### src/rtl/ps2_tx.sv
// PS/2 host-to-device transmitter: inhibit, request-to-send, device-clocked shift-out, ACK check.
// Optional PS2_TX_RETRY_EN: one automatic retry of the same byte on NACK or timeout.
module ps2_tx #(
    parameter int INHIBIT_CYCLES = 2600,
    parameter int TIMEOUT_CYCLES = 400000,
    parameter int SYNC_STAGES    = 2
) (
    input  logic       clk,
    input  logic       rst,
    input  logic       ps2_clk_in,
    input  logic       ps2_dat_in,
    output logic       ps2_clk_oe,
    output logic       ps2_dat_oe,
    input  logic [7:0] tx_data,
    input  logic       tx_start,
    output logic       tx_ready,
    output logic       tx_done,
    output logic       tx_ack_ok,
    output logic       tx_error,
    output logic       rx_inhibit
);

    localparam int INH_W = $clog2(INHIBIT_CYCLES + 1);
    localparam int TO_W  = $clog2(TIMEOUT_CYCLES + 1);

    typedef enum logic [2:0] {
        S_IDLE,
        S_INHIBIT,
        S_REQUEST,
        S_DATA,
        S_PARITY,
        S_STOP,
        S_ACK,
        S_DONE
    } state_t;

    state_t state, state_next, fail_state;

    logic [SYNC_STAGES-1:0] clk_sh, dat_sh;
    logic                   clk_s, dat_s, clk_prev, fe;

    logic [7:0]       data_q;
    logic             par_q;
    logic [2:0]       bit_idx;
    logic             ack_q;
    logic             dat_oe_q;
    logic [INH_W-1:0] inh_cnt;
    logic [TO_W-1:0]  to_cnt;
    logic             inh_last, active, timeout;

    // idle bus level is high, so the synchronizers reset to 1
    always_ff @(posedge clk or posedge rst) begin
        if (rst) begin
            clk_sh   <= '1;
            dat_sh   <= '1;
            clk_prev <= 1'b1;
        end else begin
            clk_sh   <= {clk_sh[SYNC_STAGES-2:0], ps2_clk_in};
            dat_sh   <= {dat_sh[SYNC_STAGES-2:0], ps2_dat_in};
            clk_prev <= clk_s;
        end
    end

    assign clk_s    = clk_sh[SYNC_STAGES-1];
    assign dat_s    = dat_sh[SYNC_STAGES-1];
    assign fe       = clk_prev & ~clk_s;
    assign inh_last = (inh_cnt == INH_W'(INHIBIT_CYCLES - 1));
    assign active   = (state == S_REQUEST) || (state == S_DATA) ||
                      (state == S_PARITY)  || (state == S_STOP) ||
                      (state == S_ACK);
    assign timeout  = active && (to_cnt == TO_W'(TIMEOUT_CYCLES));

`ifdef PS2_TX_RETRY_EN
    logic retry_q;
    assign fail_state = retry_q ? S_DONE : S_INHIBIT;
`else
    assign fail_state = S_DONE;
`endif

    always_ff @(posedge clk or posedge rst) begin
        if (rst) state <= S_IDLE;
        else     state <= state_next;
    end

    always_comb begin
        state_next = state;
        unique case (state)
            S_IDLE:    if (tx_start) state_next = S_INHIBIT;
            S_INHIBIT: if (inh_last) state_next = S_REQUEST;
            S_REQUEST: if (fe) state_next = S_DATA;
            S_DATA:    if (fe && bit_idx == 3'd0) state_next = S_PARITY;
            S_PARITY:  if (fe) state_next = S_STOP;
            S_STOP:    if (fe) state_next = S_ACK;
            S_ACK:     if (clk_s && dat_s)
                           state_next = ack_q ? S_DONE : fail_state;
            S_DONE:    state_next = S_IDLE;
            default:   state_next = S_IDLE;
        endcase
        if (timeout) state_next = fail_state;
    end

    always_comb begin
        tx_ready   = (state == S_IDLE);
        ps2_clk_oe = (state == S_INHIBIT);
        tx_done    = (state == S_DONE);
        tx_ack_ok  = (state == S_DONE) & ack_q;
        tx_error   = (state == S_DONE) & ~ack_q;
        rx_inhibit = (state != S_IDLE);
    end

    assign ps2_dat_oe = dat_oe_q;

    always_ff @(posedge clk or posedge rst) begin
        if (rst) begin
            inh_cnt <= '0;
            to_cnt  <= '0;
        end else begin
            if (state != S_INHIBIT || state_next != S_INHIBIT)
                inh_cnt <= '0;
            else
                inh_cnt <= inh_cnt + 1'b1;
            if (fe || state_next != state || !active)
                to_cnt <= '0;
            else
                to_cnt <= to_cnt + 1'b1;
        end
    end

    always_ff @(posedge clk or posedge rst) begin
        if (rst) begin
            data_q   <= '0;
            par_q    <= 1'b0;
            bit_idx  <= '0;
            ack_q    <= 1'b0;
            dat_oe_q <= 1'b0;
        end else begin
            unique case (state)
                S_IDLE: begin
                    dat_oe_q <= 1'b0;
                    bit_idx  <= '0;
                    if (tx_start) begin
                        data_q <= tx_data;
                        par_q  <= ~^tx_data;
                        ack_q  <= 1'b0;
                    end
                end
                S_INHIBIT: if (inh_last) dat_oe_q <= 1'b1;
                S_REQUEST: if (fe) begin
                    dat_oe_q <= ~data_q[0];
                    bit_idx  <= 3'd1;
                end
                // bit_idx wraps to 0 once bit7 is on the line
                S_DATA: if (fe) begin
                    if (bit_idx != 3'd0) begin
                        dat_oe_q <= ~data_q[bit_idx];
                        bit_idx  <= bit_idx + 1'b1;
                    end else begin
                        dat_oe_q <= ~par_q;
                    end
                end
                S_PARITY: if (fe) dat_oe_q <= 1'b0;
                S_STOP:   if (fe) ack_q <= ~dat_s;
                default: ;
            endcase
            if (timeout) begin
                dat_oe_q <= 1'b0;
                ack_q    <= 1'b0;
            end
            if (state != S_IDLE && state != S_INHIBIT &&
                state_next == S_INHIBIT) begin
                dat_oe_q <= 1'b0;
                bit_idx  <= '0;
            end
        end
    end

`ifdef PS2_TX_RETRY_EN
    always_ff @(posedge clk or posedge rst) begin
        if (rst)
            retry_q <= 1'b0;
        else if (state == S_IDLE && tx_start)
            retry_q <= 1'b0;
        else if (state != S_IDLE && state != S_INHIBIT &&
                 state_next == S_INHIBIT)
            retry_q <= 1'b1;
    end
`endif

endmodule

### config.mk
export PLATFORM = sky130hd
export DESIGN_NAME = ps2_tx
export DESIGN_NICKNAME = d
export VERILOG_FILES = /design/src/rtl/ps2_tx.sv
export SDC_FILE = /design/constraint.sdc
export NUM_CORES = 1
export LEC_CHECK = 0
export CORE_MARGIN = 4
export CORE_UTILIZATION = 34
export CTS_BUF_LIST = sky130_fd_sc_hd__clkbuf_2
export DETAILED_ROUTE_END_ITERATION = 10
export PLACE_DENSITY = 0.57
export SYNTH_ARGS = -nofsm -noshare
export SYNTH_HDL_FRONTEND = slang
export SYNTH_SLANG_ARGS = --single-unit
### constraint.sdc
create_clock -name clk -period 5.73 [get_ports clk]
set_clock_uncertainty 0.15 [all_clocks]
set_input_delay 1.4325 -clock clk [delete_from_list [all_inputs] [get_ports clk]]
set_output_delay 1.4325 -clock clk [all_outputs]
set_load 0.05 [all_outputs]
; Word-level counts from Yosys, hierarchy flattened
; Index checks and enable logic that the tools add are counted.
; Widths: inputs -> output; s select.
[totals]
out_inout_bits = 7
wordCells = 101
in_bits = 13
register_bits = 53
[op_classes]
add_sub_neg = 3
n_reduce_logical = 25
order_cmp = 1
eq_ne = 22
n_bitwise = 9
n_mux = 30
[ops]
columns = cell, n
row1 = $mux 3, 12
row2 = $pmux 3 s8, 1
row3 = $add 19x1->19 const B, 1
row4 = $eq 19x19->1 const B, 1
row5 = $mux 19, 1
row6 = $add 12x1->12 const B, 1
row7 = $eq 12x12->1 const B, 1
row8 = $eq 3x3->1 const B, 4
row9 = $mux 12, 1
row10 = $ne 4x3->1 const B, 3
row11 = $mux 1, 11
row12 = $ne 3x1->1 const B, 3
row13 = $ne 3x2->1 const B, 3
row14 = $pmux 3 s3, 1
row15 = $reduce_bool 3->1, 3
row16 = $reduce_xnor 8->1, 1
row17 = $logic_or 1x1->1, 7
row18 = $reduce_bool 7->1, 1
row19 = $eq 3x1->1 const B, 2
row20 = $eq 3x2->1 const B, 2
row21 = $logic_not 3->1, 2
row22 = $not 1->1, 6
row23 = $logic_and 1x1->1, 5
row24 = $pmux 1 s5, 1
row25 = other kinds (14), 16

; Depth between registers and ports, before layout
[logic_depth]
depth_word = 11
depth_mapped = 9
depth_no_buf = 8

; Least setup slack after synthesis
; Ideal clock, no wire load.
[synth_path]
path_type = reg-to-output
start = register state[1]
end = output tx_ready
t_required_ps = 4148
path_buffers = 1
arrival_time_ps = 1558
path_slack_ps = 2590
stages_incl_launch_ff = 4
path_cell_list = dfrtp_1 -> clkbuf_1 -> or3_1 -> inv_1
[synth_via]
elab_chain_cells = 1
[synth_rtl]
columns = item, line
row1 = "start, declared", 37  ; state_t state, state_next, fail_state;
row2 = "start signal, assigned", 82  ; else state <= state_next;
row3 = $logic_not 3->1, 103  ; tx_ready = (state == S_IDLE);
row4 = "end, declared", 16  ; output logic tx_ready,
; Every way passes these cells.

; Final worst setup path
[layout_path]
start = register state[0]
end = output ps2_clk_oe
[layout_via]
elab_chain_cells = 1
[layout_rtl]
columns = item, line
row1 = $eq 3x1->1, 104  ; ps2_clk_oe = (state == S_INHIBIT);
row2 = "end, declared", 12  ; output logic ps2_clk_oe,
; Every way passes these cells.

==> summary.md <==
| Metric | Value |
|---|---|
| #FFs+latches synth | `53` |
| Yosys warning count | `0` |
| Synthesized instance count | `264` |
| GRT Util Overall | `0.1151` |
| Combinational family with the most area after synthesis | `simple AND/OR/NAND/NOR gates` |
| Ports | `20` |
| Post-CTS Setup Bufs | `0` |
| Final hold vios | `0` |
| Largest net degree at the start of global routing | `54` |
| Slew of the pin with the lowest slew margin | `0.6589 ns` |
| Remaining antenna violation count | `0` |
| HP Start | `clk_sh[0]$_DFF_PP1_` |
| Cts hold-fix bufs | `0` |
| Setup_tns | `0 ns` |
| Root buf cell | `clkbuf_2` |
| Max transition margin | `0.5567` |
| Final WL | `about 4900 um` |
| Final RePlAce weighted congestion | `0.7804` |
| Xor and xnor area share after synthesis | `0.1105` |
| Max frequency | `around 240 MHz` |
| Initial antenna violation count | `0` |
| Synth Area in Simple Gates | `0.2150` |
| Longest Clk Path Bufs | `2` |
| Reg2reg path depth | `8` |
| Final Max Slew Viols | `0` |
| DP Cell Count | `377` |
| Compound-Gate Fraction of Synth Area | `0.07060` |
| RSZ-0062 raised after global routing | `false` |
| H-tree level count | `2` |
| DR WL/cell | `12.78 um` |
| R2R Path End | `to_cnt[9]$_DFF_PP0_` |
| Final HPWL DP | `3540 um` |
| Power density over the cells | `182.5 nW/um^2` |
| Hold depth | `0` |
| Startpoint type of the worst setup path | `flip-flop` |
| Final Cycle Share | `0.7220` |
| CP max FO | `16` |
| Vias in the first global route | `1874` |
| Worst EP required | `4.15 ns` |
| VDD IR max | `0.0001204 V` |
| End point of the worst hold path | `clk_sh[1]$_DFF_PP1_` |
| Syn_nets | `282` |
| Buffers on Ports | `19` |
| Outcome | `completed` |
| Netlist Area Pre-Place | `2694 sq um` |
| CTS clk-pin slew, worst paths | `0.25 ns` |
| P&R area growth vs syn | `12.12%` |
| Standard-cell rows | `32` |
| Vias | `approximately 1900` |
| Die W | `approximately 97 um` |
| Crit end category | `primary output` |
| Layout net count | `300` |
| Total CTS buffers | `5` |
| Post-synth cell types | `42` |
| WP data arrival | `between 2 and 3 ns` |
| Clock Latency Late Sink | `0.44 ns` |
| # diodes | `0` |
| First-pass GRT wire length | `8983 um` |
| HP Class | `reg2reg` |
| Hold WS | `0.2239 ns` |
| Initial Util | `0.3486` |
| Resized cells post-CTS | `0` |
| Vias/cell | `~4.8` |
| Router iterations before antenna repair | `4` |
| Drt drc | `0` |
| P_leak | `1.301 nW` |
| Mean Syn Cell Area | `~10 sq um` |
| Max-Cap Viols | `0` |
| Layout cells sized above 1 | `0.09894` |
| Reg-to-reg setup timing slack | `3.26 ns` |
| Reg2reg start | `bit_idx[0]$_DFFE_PP0P_` |
| Post-Synth Adder-Cell Area | `0.02322` |
| Post-layout min period | `4.137 ns` |
| CTS tree | `yes` |
| Core footprint | `7727 sq um` |
| Clock sink count | `53` |
| Seq/Total Area, Yosys | `0.4947` |
| Setup violators final | `0` |
| Die Footprint | `roughly 9400 sq um` |
| Setup Crit Path Kind | `reg2out` |
| Final Non-Filler Cells | `385` |
| Multiplexer share of the synthesized area | `0.05388` |
| Total gr overflow | `0` |
| DR iter-0 viols | `126` |
| Die H | `slightly below 100 um` |
-- layout by cell type, fill, tap and decap left out, types with 8 or more instances in the layout --
master / count
and3_1: 9
xnor2_1: 15
nor2_1: 40
mux2_2: 8
clkdlybuf4s50_1: 19
nand2_1: 19
nand3_1: 19
o21ai_0: 8
inv_1: 11
xor2_1: 19
dfrtp_1: 48
-- state kept, by name, indices dropped and copies added, names as in the netlist --
name	cells
bit_idx	3
inh_cnt	12
to_cnt	19
dat_sh	2
data_q	8
ps2_dat_oe	1
par_q	1
clk_prev	1
ack_q	1
state	3
clk_sh	2
-- power breakdown --
group | internal (mW) | switching [mW] | leakage, nW
logic | 0.0143 | 0.0143 | 0.567
clock network | 0.0290 | 0.114 | 0.0304
registers | 0.378 | 0.00105 | 0.704
total | 0.422 | 0.130 | 1.30
-- critical path: stages, from the launching register on --
cell             delay [ns]
dfrtp_1                0.65
inv_1                  0.16
or3_1                  0.41
inv_1                  0.11
clkdlybuf4s50_1        0.81
-- cell usage after synthesis --
cell	count	area share
a2111o_1	1	0.0042
o32ai_1	1	0.0033
o22a_1	1	0.0033
nor4bb_1	2	0.0074
and3_1	9	0.021
and2_1	2	0.0046
o211ai_4	1	0.0079
dfrtp_1	48	0.45
a21oi_2	1	0.0033
nand2_1	19	0.026
o21ai_1	1	0.0019
xnor2_1	15	0.049
o21ai_0	8	0.015
clkbuf_1	8	0.011
xor2_1	19	0.062
mux4_2	2	0.017
or4_4	1	0.0042
mux2i_1	1	0.0037
and3b_1	1	0.0033
dfstp_2	5	0.049
a21oi_1	5	0.0093
and4_1	2	0.0065
buf_6	1	0.0042
or3_1	3	0.0070
nor4_1	1	0.0023
nor3_1	1	0.0019
ha_1	5	0.023
o21bai_1	1	0.0028
nand4_1	4	0.0093
nand2b_4	1	0.0051
a221oi_1	2	0.0065
or4_1	1	0.0028
a31oi_1	1	0.0023
nand3_1	19	0.035
o211ai_1	3	0.0084
inv_1	12	0.017
nand4b_1	3	0.0098
nor4b_1	3	0.0098
and2b_1	1	0.0028
mux2_2	8	0.033
nor2_1	40	0.056
o31ai_1	1	0.0028
-- metal layers --
layer  GRT usage  vias to the layer above  wire [um]
li1            -                      944          -
met5           0                        -          0
met4     0.03888                        0         68
met1      0.1675                      886       2556
met2      0.1699                       20       2178
met3     0.02379                        4        119
-- kinds of logic (layout without fill, tap and decap cells) --
kind of cell | after synthesis | after routing
simple gates | 113 | 113
flops | 53 | 53
xor+xnor | 34 | 34
compound gates | 27 | 27
buf+inv | 21 | 40
mux | 11 | 11
fa+ha+maj | 5 | 5
-- worst max path at each step --
stage                  to                from  depth (start not counted)  slack [ns]
6_report       ps2_clk_oe  state[0]$_DFF_PP0_                          4        1.59
3_3_place_gp   ps2_clk_oe  state[0]$_DFF_PP0_                          4        2.09
3_5_place_dp   ps2_clk_oe  state[0]$_DFF_PP0_                          4        2.07
5_1_grt        ps2_clk_oe  state[0]$_DFF_PP0_                          4        1.38
4_1_cts        ps2_clk_oe  state[0]$_DFF_PP0_                          4        1.52
2_1_floorplan    tx_ready  state[1]$_DFF_PP0_                          3        2.59
-- final cells by class --
cell class / instances / area, sq um
Clock inverter: 3 / 17.52
Inverter: 12 / 45.04
Sequential cell: 53 / 1333
Multi-Input combinational cell: 190 / 1275
Timing Repair Buffer: 20 / 197.7
Tap cell: 102 / 127.6
Clock buffer: 5 / 25.02
Fill cell: 794 / 4707
-- through the flow --
step / setup slack (ns) / area (sq um) / util / total power, mW
2_1_floorplan: 2.590 / 2694 / - / 0.4009
3_3_place_gp: 2.092 / 2978 / 0.3854 / 0.4152
3_5_place_dp: 2.073 / 2978 / 0.3854 / 0.4149
4_1_cts: 1.516 / 3020 / 0.3909 / 0.5632
5_1_grt: 1.377 / 3020 / 0.3909 / 0.5818
6_report: 1.593 / 3020 / 0.3909 / 0.5511
Note: power is estimated with default switching activity, not from simulation.
